[config.mk]
export PLATFORM = sky130hd
export DESIGN_NAME = ex_div
export DESIGN_NICKNAME = d
export VERILOG_FILES = /design/src/rtl/ex_div_pkg.sv /design/src/rtl/ex_div.sv
export SDC_FILE = /design/constraint.sdc
export NUM_CORES = 1
export LEC_CHECK = 0
export BUFFER_PORTS_ARGS = -buffer_cell sky130_fd_sc_hd__buf_2
export CAP_MARGIN = 20
export CORE_MARGIN = 2
export CORE_UTILIZATION = 40
export DETAILED_ROUTE_END_ITERATION = 8
export SLEW_MARGIN = 0
export SYNTH_ARGS = -nofsm -noshare
export SYNTH_HDL_FRONTEND = slang
export SYNTH_SLANG_ARGS = --single-unit
[constraint.sdc]
create_clock -name clk -period 4.5 [get_ports clk]
set_clock_uncertainty 0.05 [all_clocks]
set_input_delay 0.225 -clock clk [delete_from_list [all_inputs] [get_ports clk]]
set_output_delay 0.225 -clock clk [all_outputs]
set_load 0.02 [all_outputs]
[src/rtl/ex_div_pkg.sv]
// Shared encodings for the execute-stage iterative divider: FSM states,
// RV32M divide op codes and handshake levels.
package ex_div_pkg;

    localparam int REG_WIDTH = 32;

    typedef enum logic [1:0] {
        DivIdle = 2'b00,
        DivCalc = 2'b01,
        DivDone = 2'b10
    } div_state_e;

    localparam logic [1:0] DIV_OP_DIV  = 2'b00;
    localparam logic [1:0] DIV_OP_DIVU = 2'b01;
    localparam logic [1:0] DIV_OP_REM  = 2'b10;
    localparam logic [1:0] DIV_OP_REMU = 2'b11;

    localparam logic DivResultReady    = 1'b1;
    localparam logic DivResultNotReady = 1'b0;
    localparam logic DivStart          = 1'b1;
    localparam logic DivStop           = 1'b0;

    function automatic logic op_is_signed(input logic [1:0] op);
        case (op)
            DIV_OP_DIV, DIV_OP_REM:   return 1'b1;
            DIV_OP_DIVU, DIV_OP_REMU: return 1'b0;
            default:                  return 1'b0;
        endcase
    endfunction

    function automatic logic op_is_rem(input logic [1:0] op);
        return (op == DIV_OP_REM) || (op == DIV_OP_REMU);
    endfunction

endpackage

[src/rtl/ex_div.sv]
// Radix-2 restoring divider for DIV/DIVU/REM/REMU: one quotient bit per cycle,
// with divide-by-zero and signed overflow resolved at acceptance.
module ex_div
    import ex_div_pkg::*;
#(
    parameter int WIDTH = REG_WIDTH
) (
    input  logic             clk,
    input  logic             rst,
    input  logic             start_i,
    input  logic [1:0]       op_i,
    input  logic [WIDTH-1:0] dividend_i,
    input  logic [WIDTH-1:0] divisor_i,
    input  logic             annul_i,
    output logic [WIDTH-1:0] result_o,
    output logic             ready_o,
    output logic             stall_req_o
);

    localparam logic [5:0]       LAST_ITER = 6'(WIDTH - 1);
    localparam logic [WIDTH-1:0] MOST_NEG  = {1'b1, {(WIDTH-1){1'b0}}};

    div_state_e       state_q, state_d;
    logic [1:0]       op_q, op_d;
    logic             neg_q_q, neg_q_d;
    logic             neg_r_q, neg_r_d;
    logic [5:0]       cnt_q, cnt_d;
    logic [WIDTH-1:0] rem_q, rem_d;
    logic [WIDTH-1:0] dvd_q, dvd_d;
    logic [WIDTH-1:0] dsr_q, dsr_d;
    logic [WIDTH-1:0] result_d;
    logic             ready_d;

    logic             signed_in;
    logic             a_neg, b_neg;
    logic [WIDTH-1:0] a_mag, b_mag;
    logic             overflow;
    logic [WIDTH:0]   trial;
    logic [WIDTH-1:0] step_rem, step_quo;
    logic [WIDTH-1:0] fix_q, fix_r;

    assign signed_in = op_is_signed(op_i);
    assign a_neg     = signed_in & dividend_i[WIDTH-1];
    assign b_neg     = signed_in & divisor_i[WIDTH-1];
    assign a_mag     = a_neg ? -dividend_i : dividend_i;
    assign b_mag     = b_neg ? -divisor_i : divisor_i;
    assign overflow  = signed_in && (dividend_i == MOST_NEG) && (divisor_i == '1);

    // The shifted-in remainder can reach 2*divisor-1, hence the extra bit.
    assign trial    = {rem_q, dvd_q[WIDTH-1]} - {1'b0, dsr_q};
    assign step_rem = trial[WIDTH] ? {rem_q[WIDTH-2:0], dvd_q[WIDTH-1]} : trial[WIDTH-1:0];
    assign step_quo = {dvd_q[WIDTH-2:0], ~trial[WIDTH]};
    assign fix_q    = (op_is_signed(op_q) && neg_q_q) ? -step_quo : step_quo;
    assign fix_r    = (op_is_signed(op_q) && neg_r_q) ? -step_rem : step_rem;

    assign stall_req_o = start_i & ~ready_o & ~annul_i;

    always_comb begin
        state_d  = state_q;
        op_d     = op_q;
        neg_q_d  = neg_q_q;
        neg_r_d  = neg_r_q;
        cnt_d    = cnt_q;
        rem_d    = rem_q;
        dvd_d    = dvd_q;
        dsr_d    = dsr_q;
        result_d = result_o;
        ready_d  = ready_o;
        if (annul_i) begin
            state_d  = DivIdle;
            result_d = '0;
            ready_d  = DivResultNotReady;
        end else begin
            case (state_q)
                DivIdle: begin
                    if (start_i == DivStart) begin
                        op_d    = op_i;
                        neg_q_d = dividend_i[WIDTH-1] ^ divisor_i[WIDTH-1];
                        neg_r_d = dividend_i[WIDTH-1];
                        cnt_d   = '0;
                        rem_d   = '0;
                        dvd_d   = a_mag;
                        dsr_d   = b_mag;
                        if (divisor_i == '0) begin
                            state_d  = DivDone;
                            result_d = op_is_rem(op_i) ? dividend_i : '1;
                            ready_d  = DivResultReady;
                        end else if (overflow) begin
                            state_d  = DivDone;
                            result_d = op_is_rem(op_i) ? '0 : MOST_NEG;
                            ready_d  = DivResultReady;
                        end else begin
                            state_d = DivCalc;
                        end
                    end
                end
                DivCalc: begin
                    rem_d = step_rem;
                    dvd_d = step_quo;
                    cnt_d = cnt_q + 6'd1;
                    if (cnt_q == LAST_ITER) begin
                        state_d  = DivDone;
                        result_d = op_is_rem(op_q) ? fix_r : fix_q;
                        ready_d  = DivResultReady;
                    end
                end
                DivDone: begin
                    if (start_i == DivStop) begin
                        state_d  = DivIdle;
                        result_d = '0;
                        ready_d  = DivResultNotReady;
                    end
                end
                default: begin
                    state_d  = DivIdle;
                    result_d = '0;
                    ready_d  = DivResultNotReady;
                end
            endcase
        end
    end

    always_ff @(posedge clk or negedge rst) begin
        if (!rst) begin
            state_q  <= DivIdle;
            op_q     <= '0;
            neg_q_q  <= 1'b0;
            neg_r_q  <= 1'b0;
            cnt_q    <= '0;
            rem_q    <= '0;
            dvd_q    <= '0;
            dsr_q    <= '0;
            result_o <= '0;
            ready_o  <= DivResultNotReady;
        end else begin
            state_q  <= state_d;
            op_q     <= op_d;
            neg_q_q  <= neg_q_d;
            neg_r_q  <= neg_r_d;
            cnt_q    <= cnt_d;
            rem_q    <= rem_d;
            dvd_q    <= dvd_d;
            dsr_q    <= dsr_d;
            result_o <= result_d;
            ready_o  <= ready_d;
        end
    end

endmodule

==> results.sh, run 1 <==
export IMPL_fin_area_um2=13900
export IMPL_synthTopCellsByCount="nor2_1 (178), nand2_1 (172), a21oi_1 (161), o21ai_0 (156), dfrtp_1 (141)"
export IMPL_die_area_um2=31700
export IMPL_end_kind="register"
export IMPL_worstMarginPinSlew_ps=1010
export IMPL_worstSetupPathType="register to register"
export IMPL_drive_gt1_share_pct=15.1
export IMPL_h_tree_depth=4
export IMPL_final_core_util_pct=46.8
export IMPL_root_buffer="clkbuf_16"
export IMPL_holdWs_ps=45.1
export IMPL_cts_buffers_inserted=17
export IMPL_start_util_pct=40.8
export IMPL_p_leak_nw=5.92
export IMPL_ios=104
export IMPL_fill_cells=2986
export IMPL_syn_avg_cell_area_um2=7.68
export IMPL_hold_path_depth=3
export IMPL_cp_arrival_ps=4570
export IMPL_rows=63
export IMPL_area_growth_pct=14.8
export IMPL_overflow=0
export IMPL_io_buffers=103
export IMPL_grt_pass1_wl_um=64700
export IMPL_p_per_area_nw_per_um2=376
export IMPL_cts_tree="yes"
export IMPL_yosysMostFrequentCell="nor2_1"
export IMPL_synth_distinct_cells=96
export IMPL_ir_drop_mv=0.228
export IMPL_coreArea_um2=29700
export IMPL_vias=12200
export IMPL_nets=1785
export IMPL_clock_fmax_mhz=233
export IMPL_ys_ff_latch=141
export IMPL_die_h_um=178
export IMPL_wl_per_cell_um=19.7
export IMPL_drtPass1Iterations=5
export IMPL_rr_worst_depth=21
export IMPL_synthCells=1578
export IMPL_max_cap_violations=0
export IMPL_dp_cells=2046
export IMPL_grt_use_total_pct=26.3
export IMPL_cts_path_max_buffers=2
export IMPL_die_x_um=178
export IMPL_synth_edff_count=0
export IMPL_syn_area_um2=12100
export IMPL_finalHoldViolCount=0
export IMPL_avgViaCountPerCell=5.85
export IMPL_syn_nets=1687
export IMPL_grt_max_degree=73
export IMPL_fin_crit_sh_pct=95.5
export IMPL_slew_violations=0
export IMPL_status="finished clean"
export IMPL_hold_path_class="input port to register"
export IMPL_synth_top_cell_area_share_pct=29.1
export IMPL_async_flop_share_pct=100
export IMPL_synth_warnings=0
export IMPL_routed_wl_um=41000
export IMPL_clock_latency_ps=440
export IMPL_diodes=0
export IMPL_drtAntennaViolNets=0
export IMPL_synth_seq_area_share_pct=29.1
export IMPL_dr_first_iter_drc_count=945
export IMPL_setup_viol=0
export IMPL_place_hpwl_um=31400
export IMPL_layoutNonFillerInstCount=2079
export IMPL_maxSlewHeadroom_pct=32.8
export IMPL_drc=0
export IMPL_placedInstanceArea_um2=13200
export IMPL_clock_sinks=141
export IMPL_ys_flop_type="dfrtp_1"
export IMPL_gp_congestion=0.898
export IMPL_worstPathRequired_ps=4770
export IMPL_fin_crit_ps=4300
export IMPL_yosysTopAreaCell="dfrtp_1"
export IMPL_yosys_top_cells_area="dfrtp_1 (29%), a21oi_1 (6.7%), o21ai_0 (6.4%)"
export IMPL_clkTransAtPathRegs_ps=70
export IMPL_grt_pass1_vias=11500
export IMPL_start_kind="register"
export IMPL_antenna_found_initial=0
export IMPL_worstPathMaxFanout=10
-- area by class of cell --
type	count	area, um2	share of cell area, %
Clock buffer	19	443	3.19
Inverter	61	231	1.67
Timing Repair Buffer	166	1010	7.26
Tap cell	390	488	3.51
Multi-Input combinational cell	1289	8020	57.7
Clock inverter	13	178	1.28
Sequential cell	141	3530	25.4
-- through the flow --
stage / total power [mW] / worst slack, ps / TNS [ps]
floorplan: 3.01 / 11.9 / 0
global placement: 3.63 / 122 / 0
detailed placement: 3.64 / 57.7 / 0
CTS: 5.20 / 32.8 / 0
global route: 5.54 / -9.59 / -9.59
finish: 5.23 / 202 / 0
-- path summary, 6_finish.rpt --
path | slack (ps) | to | from
min in group asynchronous | 310 | dsr_q[22]$_DFFE_PN0P_ | rst
max | 200 | result_o[28]$_DFFE_PN0P_ | dvd_q[31]$_DFFE_PN0P_
min reg2reg | 440 | result_o[13]$_DFFE_PN0P_ | result_o[13]$_DFFE_PN0P_
max reg2reg | 200 | result_o[28]$_DFFE_PN0P_ | dvd_q[31]$_DFFE_PN0P_
min | 50 | dsr_q[22]$_DFFE_PN0P_ | divisor_i[22]
max in group asynchronous | 3000 | rem_q[20]$_DFFE_PN0P_ | rst
-- sequential cells by signal, indices dropped and copies added (netlist names), 2 cells and up --
| register | flops |
|---|---|
| dsr_q | 32 |
| op_q | 2 |
| cnt_q | 6 |
| state_q | 2 |
| dvd_q | 32 |
| rem_q | 32 |
| result_o | 32 |
-- critical path, cell delays in order (launching register included) --
cell and delay, ps:
dfrtp_1 340, inv_1 60, ha_2 200, fa_2 350, nand2b_4 170, a21oi_4 190, o21ai_2 110, or3_4 400
a21o_4 250, and3_4 210, inv_4 90, buf_4 180, a21oi_2 80, ha_2 180, inv_1 70, nor2_1 50
mux2_4 310, o2111a_1 160, a31oi_1 200, xor2_1 180, nand3_1 90, a32o_1 270
-- report_power, final --
part           switching, mW  internal, mW
logic                   1.25         0.778
registers              0.199          1.45
clock network          0.648         0.903
-- routing by layer --
layer	up-vias	track usage, %	share of wire, %
met5	-	0	0
met4	0	6.08	1.8
met3	56	4.65	5.4
met2	351	42.4	46
met1	5869	36.6	47
li1	5882	-	-
-- cells in the final DEF, fill, tap and decap left out, types with 14 or more instances in the layout --
cell type / n
a21oi_1: 159
a31oi_1: 22
and2_1: 14
buf_2: 102
buf_4: 61
clkbuf_16: 17
dfrtp_1: 141
ha_1: 35
inv_1: 59
mux2i_1: 23
nand2_1: 172
nand2b_1: 21
nand3_1: 27
nand4_1: 22
nor2_1: 178
nor3_1: 38
nor4_1: 17
o211ai_1: 20
o21ai_0: 155
o31ai_1: 16
or3_1: 22
xnor2_1: 62
xor2_1: 69
-- cell families (layout without fill, tap and decap cells) --
kind of cell    count (synthesis)  count (layout)  synth area share [%]
flops                         141             141                  29.1
simple gates                  573             573                  22.6
compound gates                510             510                  26.0
fa+ha+maj                      39              39                  4.09
xor+xnor                      131             131                  9.47
buf+inv                       148             259                  5.44
mux                            36              36                  3.26
-- timing repair --
item | in CTS | in global routing
hold endpoints to repair | 69 | 0
resized for setup | 0 | 13
setup endpoints to repair | 0 | 12
buffers inserted | 0 | 0
hold buffers | 1 | 0
Power figures use the tool's default switching activity.
==> run 2: changes to the inputs <==
BUFFER_PORTS_ARGS = -buffer_cell sky130_fd_sc_hd__buf_4   (was -buffer_cell sky130_fd_sc_hd__buf_2)
==> run 2 against run 1 <==
Effect of this change:
- cell count about the same
- critical path depth fell by 2
- largest cell class unchanged
- wire length increased by 0.94%
- non-clock buffer count did not move
- critical endpoint unchanged
- via count is 0.20% higher
- utilization is 0.56 points higher
- sequential cell count stayed put
- worst hold slack worse by 23 ps
- largest power group unchanged
==> results.sh, run 2 (synthesis results as in run 1) <==
export IMPL_wl_per_cell_um=19.9
export IMPL_clock_fmax_mhz=232
export IMPL_nets=1785
export IMPL_coreArea_um2=29700
export IMPL_min_from="divisor_i[31]"
export IMPL_worstReg2RegEnd="result_o[28]$_DFFE_PN0P_"
export IMPL_total_power_mw=5.10
export IMPL_ios=104
export IMPL_reg2reg_from="rem_q[10]$_DFFE_PN0P_"
export IMPL_status="finished clean"
export IMPL_holdPathEnd="dsr_q[31]$_DFFE_PN0P_"
export IMPL_cp_arrival_ps=4590
export IMPL_slew_violations=0
export IMPL_fill_cells=2991
export IMPL_path_buf_inv=3
export IMPL_vias=12200
export IMPL_grt_use_total_pct=26.5
export IMPL_regToRegSetupSlack_ps=180
export IMPL_die_x_um=178
export IMPL_cp_cell_sequence="ha_1 -> nand4_1 -> or3_1 -> or3_4 -> a21o_4 -> and3_4 -> inv_4 -> nand2_1 -> o21ai_0 -> inv_1 -> ha_2 -> inv_1 -> nor2_1 -> mux2_4 -> o2111a_1 -> a31oi_1 -> xor2_1 -> nand3_1 -> a32o_1"
export IMPL_cpMostUsedCell="inv_1"
export IMPL_worstSetupPathType="register to register"
export IMPL_overflow=0
export IMPL_max_stage_delay_ps=480
export IMPL_drtPass1Iterations=6
export IMPL_clkTransAtPathRegs_ps=60
export IMPL_worstMarginPinSlew_ps=1050
export IMPL_pre_cts_ws_ps=50.5
export IMPL_start_kind="register"
export IMPL_holdWs_ps=22.1
export IMPL_io_buffers=103
export IMPL_dr_first_iter_drc_count=978
export IMPL_worstPathRequired_ps=4770
export IMPL_start_util_pct=40.8
export IMPL_critPathSlowestCell="ha_1"
export IMPL_grt_pass1_wl_um=65300
export IMPL_die_h_um=178
export IMPL_h_tree_depth=4
export IMPL_avgViaCountPerCell=5.86
export IMPL_setup_ws_ps=183
export IMPL_grt_max_degree=89
export IMPL_placedInstanceArea_um2=13500
export IMPL_diodes=0
export IMPL_hold_path_class="input port to register"
export IMPL_drtAntennaViolNets=0
export IMPL_fin_crit_sh_pct=95.9
export IMPL_antenna_found_initial=0
export IMPL_rr_worst_depth=19
export IMPL_place_hpwl_um=31900
export IMPL_ir_drop_mv=0.205
export IMPL_maxSlewHeadroom_pct=30.0
export IMPL_finalHoldViolCount=0
export IMPL_hold_path_depth=3
export IMPL_cts_buffers_inserted=17
export IMPL_gp_congestion=0.889
export IMPL_clock_latency_ps=450
export IMPL_grt_pass1_vias=11600
export IMPL_rows=63
export IMPL_path_delay_family="simple AND/OR/NAND/NOR gates"
export IMPL_clock_sinks=141
export IMPL_fin_tns_setup_ps=0
export IMPL_cts_setup_buffers=0
export IMPL_end_kind="register"
export IMPL_p_per_area_nw_per_um2=362
export IMPL_final_common_cell="nor2_1"
export IMPL_p_leak_nw=5.94
export IMPL_cts_tree="yes"
export IMPL_cts_path_max_buffers=2
export IMPL_fin_area_um2=14100
export IMPL_fin_crit_ps=4320
export IMPL_drc=0
export IMPL_routed_wl_um=41400
export IMPL_die_area_um2=31700
export IMPL_drive_gt1_share_pct=14.8
export IMPL_mostFrequentLayoutCells="nor2_1 (178), nand2_1 (172), buf_4 (162), a21oi_1 (158), o21ai_0 (156)"
export IMPL_root_buffer="clkbuf_16"
export IMPL_setup_viol=0
export IMPL_worstPathMaxFanout=8
export IMPL_area_growth_pct=16.1
export IMPL_max_cap_violations=0
## run 2: cell types whose count changed in the layout (fill, tap and decap cells not counted), sizes merged
cell      previous run  this run
clkinv               3         2
inv                 66        64
clkinvlp             2         5
bufinv               3         1
clkbuf              19        20
## run 2: routing by layer
| metal | GRT usage, % | wire length (um) | vias up |
|---|---|---|---|
| met5 | 0 | 0 | - |
| met1 | 37.4 | 19500 | 5886 |
| met4 | 8.44 | 1090 | 0 |
| li1 | - | - | 5863 |
| met3 | 2.79 | 1760 | 72 |
| met2 | 42.3 | 19100 | 361 |
## run 2: area by class of cell
type	count	area [um2]	area share (%)
clock inverter	11	111	0.791
multi-input combinational	1289	8000	56.8
inverter	61	231	1.65
timing repair buffer	166	1270	9.02
sequential	141	3530	25.1
tap	390	488	3.47
clock buffer	20	447	3.17
## run 2: worst max path at each step
stage | start | end | cells past startpoint
after floorplan | dvd_q[31]$_DFFE_PN0P_ | result_o[28]$_DFFE_PN0P_ | 24
after global placement | dvd_q[31]$_DFFE_PN0P_ | result_o[28]$_DFFE_PN0P_ | 21
after detailed placement | dvd_q[31]$_DFFE_PN0P_ | result_o[30]$_DFFE_PN0P_ | 20
after CTS | dvd_q[31]$_DFFE_PN0P_ | result_o[28]$_DFFE_PN0P_ | 21
after global routing | dvd_q[31]$_DFFE_PN0P_ | result_o[30]$_DFFE_PN0P_ | 20
final | rem_q[10]$_DFFE_PN0P_ | result_o[28]$_DFFE_PN0P_ | 19
## run 2: report_power, final
group          internal [mW]  switching [mW]
sequential              1.45           0.205
combinational          0.794            1.25
clock                  0.779           0.619
total                   3.02            2.07
## run 2: worst reg2reg max path, cell delays in order, from the launching register on
cell      delay [ps]
dfrtp_1          470
ha_1             480
nand4_1          150
or3_1            400
or3_4            380
a21o_4           230
and3_4           200
inv_4             90
nand2_1           50
o21ai_0          100
inv_1            100
ha_2             190
inv_1             70
nor2_1            50
mux2_4           310
o2111a_1         150
a31oi_1          200
xor2_1           180
nand3_1           90
a32o_1           280
## run 2: timing repair
item / in CTS / in global routing
hold buffers: 1 / 0
setup endpoints to repair: 0 / 9
gates resized for setup: 0 / 10
hold endpoints to repair: 86 / 0
## run 2: stage by stage
stage | std cells | utilization (%)
3_5_place_dp | 2045 | 45.3
2_1_floorplan | 1578 | -
6_report | 2078 | 47.3
4_1_cts | 2077 | 47.2
5_1_grt | 2078 | 47.3
3_3_place_gp | 2045 | 45.3
==> run 3: changes to the inputs <==
CELL_PAD_IN_SITES_DETAIL_PLACEMENT = 1   (was not set)
CELL_PAD_IN_SITES_GLOBAL_PLACEMENT = 1   (was not set)
PLACE_DENSITY_LB_ADDON = 0.1   (was not set)
==> run 3 against run 2 <==
Effect of this change:
- combinational power up 5%
- utilization is 0.53 points higher
- critical path depth is the same
- register-to-register slack worse by 60 ps
- worst hold slack worse by 3.5 ps
- first-iteration DRC count down 13%
- sequential power about the same
- critical path type unchanged
- largest cell class unchanged
- highest routed layer unchanged
==> results.sh, run 3 (synthesis results as in run 1) <==
export IMPL_coreArea_um2=29700
export IMPL_end_kind="register"
export IMPL_grt_pass1_wl_um=72800
export IMPL_ios=104
export IMPL_start_kind="register"
export IMPL_maxSlewHeadroom_pct=36.6
export IMPL_drtAntennaViolNets=0
export IMPL_io_buffers=103
export IMPL_die_x_um=178
export IMPL_regToRegSetupSlack_ps=120
export IMPL_finalHoldViolCount=0
export IMPL_drive_gt1_share_pct=15.6
export IMPL_grt_max_degree=82
export IMPL_overflow=0
export IMPL_total_power_mw=5.30
export IMPL_clock_sinks=141
export IMPL_clock_latency_ps=450
export IMPL_wl_per_cell_um=22.2
export IMPL_fin_crit_sh_pct=97.3
export IMPL_clkTransAtPathRegs_ps=60
export IMPL_max_cap_violations=0
export IMPL_drtPass1Iterations=5
export IMPL_h_tree_depth=4
export IMPL_dr_first_iter_drc_count=846
export IMPL_place_hpwl_um=35700
export IMPL_slew_violations=0
export IMPL_ir_drop_mv=0.250
export IMPL_routed_wl_um=46400
export IMPL_mostFrequentLayoutCells="nor2_1 (178), buf_4 (173), nand2_1 (172), a21oi_1 (158), o21ai_0 (156)"
export IMPL_cts_buffers_inserted=17
export IMPL_fin_crit_ps=4380
export IMPL_hold_path_class="input port to register"
export IMPL_grt_pass1_vias=12700
export IMPL_p_per_area_nw_per_um2=372
export IMPL_worstPathMaxFanout=12
export IMPL_clock_fmax_mhz=228
export IMPL_gp_congestion=0.864
export IMPL_avgViaCountPerCell=5.96
export IMPL_antenna_found_initial=1
export IMPL_diodes=0
export IMPL_die_area_um2=31700
export IMPL_start_util_pct=40.8
export IMPL_worstMarginPinSlew_ps=951
export IMPL_status="finished clean"
export IMPL_rows=63
export IMPL_area_growth_pct=17.5
export IMPL_cts_tree="yes"
export IMPL_setup_viol=0
export IMPL_final_common_cell="nor2_1"
export IMPL_cts_path_max_buffers=2
export IMPL_grt_use_total_pct=29.8
export IMPL_die_h_um=178
export IMPL_worstPathRequired_ps=4770
export IMPL_final_core_util_pct=47.9
export IMPL_cp_arrival_ps=4650
export IMPL_root_buffer="clkbuf_16"
export IMPL_drc=0
export IMPL_fill_cells=3683
export IMPL_holdWs_ps=18.6
export IMPL_p_leak_nw=6.01
export IMPL_nets=1796
export IMPL_vias=12500
export IMPL_worstSetupPathType="register to register"
==> run 3: changes by cell type in the layout (fill, tap and decap cells not counted), moves of 2 or more <==
cell and delta:
buf_4 +11, clkinv_4 +2, ha_1 -2, inv_6 -2
==> run 3: metrics by stage <==
step / instance area (um2) / setup WS (ps) / setup TNS (ps) / cells
5_1_grt: 14200 / -44.9 / -59.3 / 2090
4_1_cts: 14200 / 3.55 / 0 / 2089
2_1_floorplan: 12100 / 11.9 / 0 / 1578
6_report: 14200 / 122 / 0 / 2090
3_3_place_gp: 13500 / 146 / 0 / 2055
3_5_place_dp: 13500 / 43.5 / 0 / 2056
==> run 3: worst max-delay path, cell delays in order, from the launching register on <==
cell	delay (ps)
dfrtp_1	470
ha_1	430
nand4_1	150
or3_1	410
or3_4	380
a21o_4	230
and3_4	210
inv_8	90
nand2_1	70
o21ai_0	120
inv_1	100
ha_2	190
inv_1	70
nor2_1	50
mux2_4	310
o2111a_1	160
a31oi_1	210
xor2_1	180
nand3_1	90
a32o_1	280
==> run 3: what timing repair did <==
item / in CTS / in global routing
buffers inserted: 0 / 1
hold buffers: 1 / 0
setup endpoints to repair: 0 / 10
hold endpoints to repair: 79 / 0
resized for setup: 0 / 16
==> run 3: cell type report <==
type                            count  area, um2  area share (%)
Inverter                           61        236            1.66
Clock buffer                       21        460            3.24
Tap cell                          390        488            3.43
Timing Repair Buffer              177       1360            9.52
Sequential cell                   141       3530            24.8
Multi-Input combinational cell   1289       8030            56.4
Clock inverter                     11        134           0.941
==> run 3: report_power, final <==
group	switching (mW)	internal (mW)	leakage, nW
sequential	0.209	1.45	1.81
combinational	1.33	0.817	3.93
clock	0.637	0.852	0.277
==> run 3: routing by layer <==
metal  share of wire, %  vias up  global-route usage, %  wire length [um]
met4                1.7        0                   7.96               778
met3                4.1       47                   3.30              1880
met1                 47     6259                   41.2             21700
li1                   -     5877                      -                 -
met5                  0        -                      0                 0
met2                 48      282                   49.5             22100
==> run 3: worst paths after layout <==
check                                              from                       end  cells after the start
worst max-delay path              rem_q[12]$_DFFE_PN0P_  result_o[28]$_DFFE_PN0P_                     19
worst min-delay path                      divisor_i[31]     dsr_q[31]$_DFFE_PN0P_                      3
worst max register to register    rem_q[12]$_DFFE_PN0P_  result_o[28]$_DFFE_PN0P_                     19
worst min register to register  result_o[1]$_DFFE_PN0P_   result_o[1]$_DFFE_PN0P_                      1
max in group asynchronous                           rst  result_o[25]$_DFFE_PN0P_                      3
min in group asynchronous                           rst      dsr_q[8]$_DFFE_PN0P_                      2
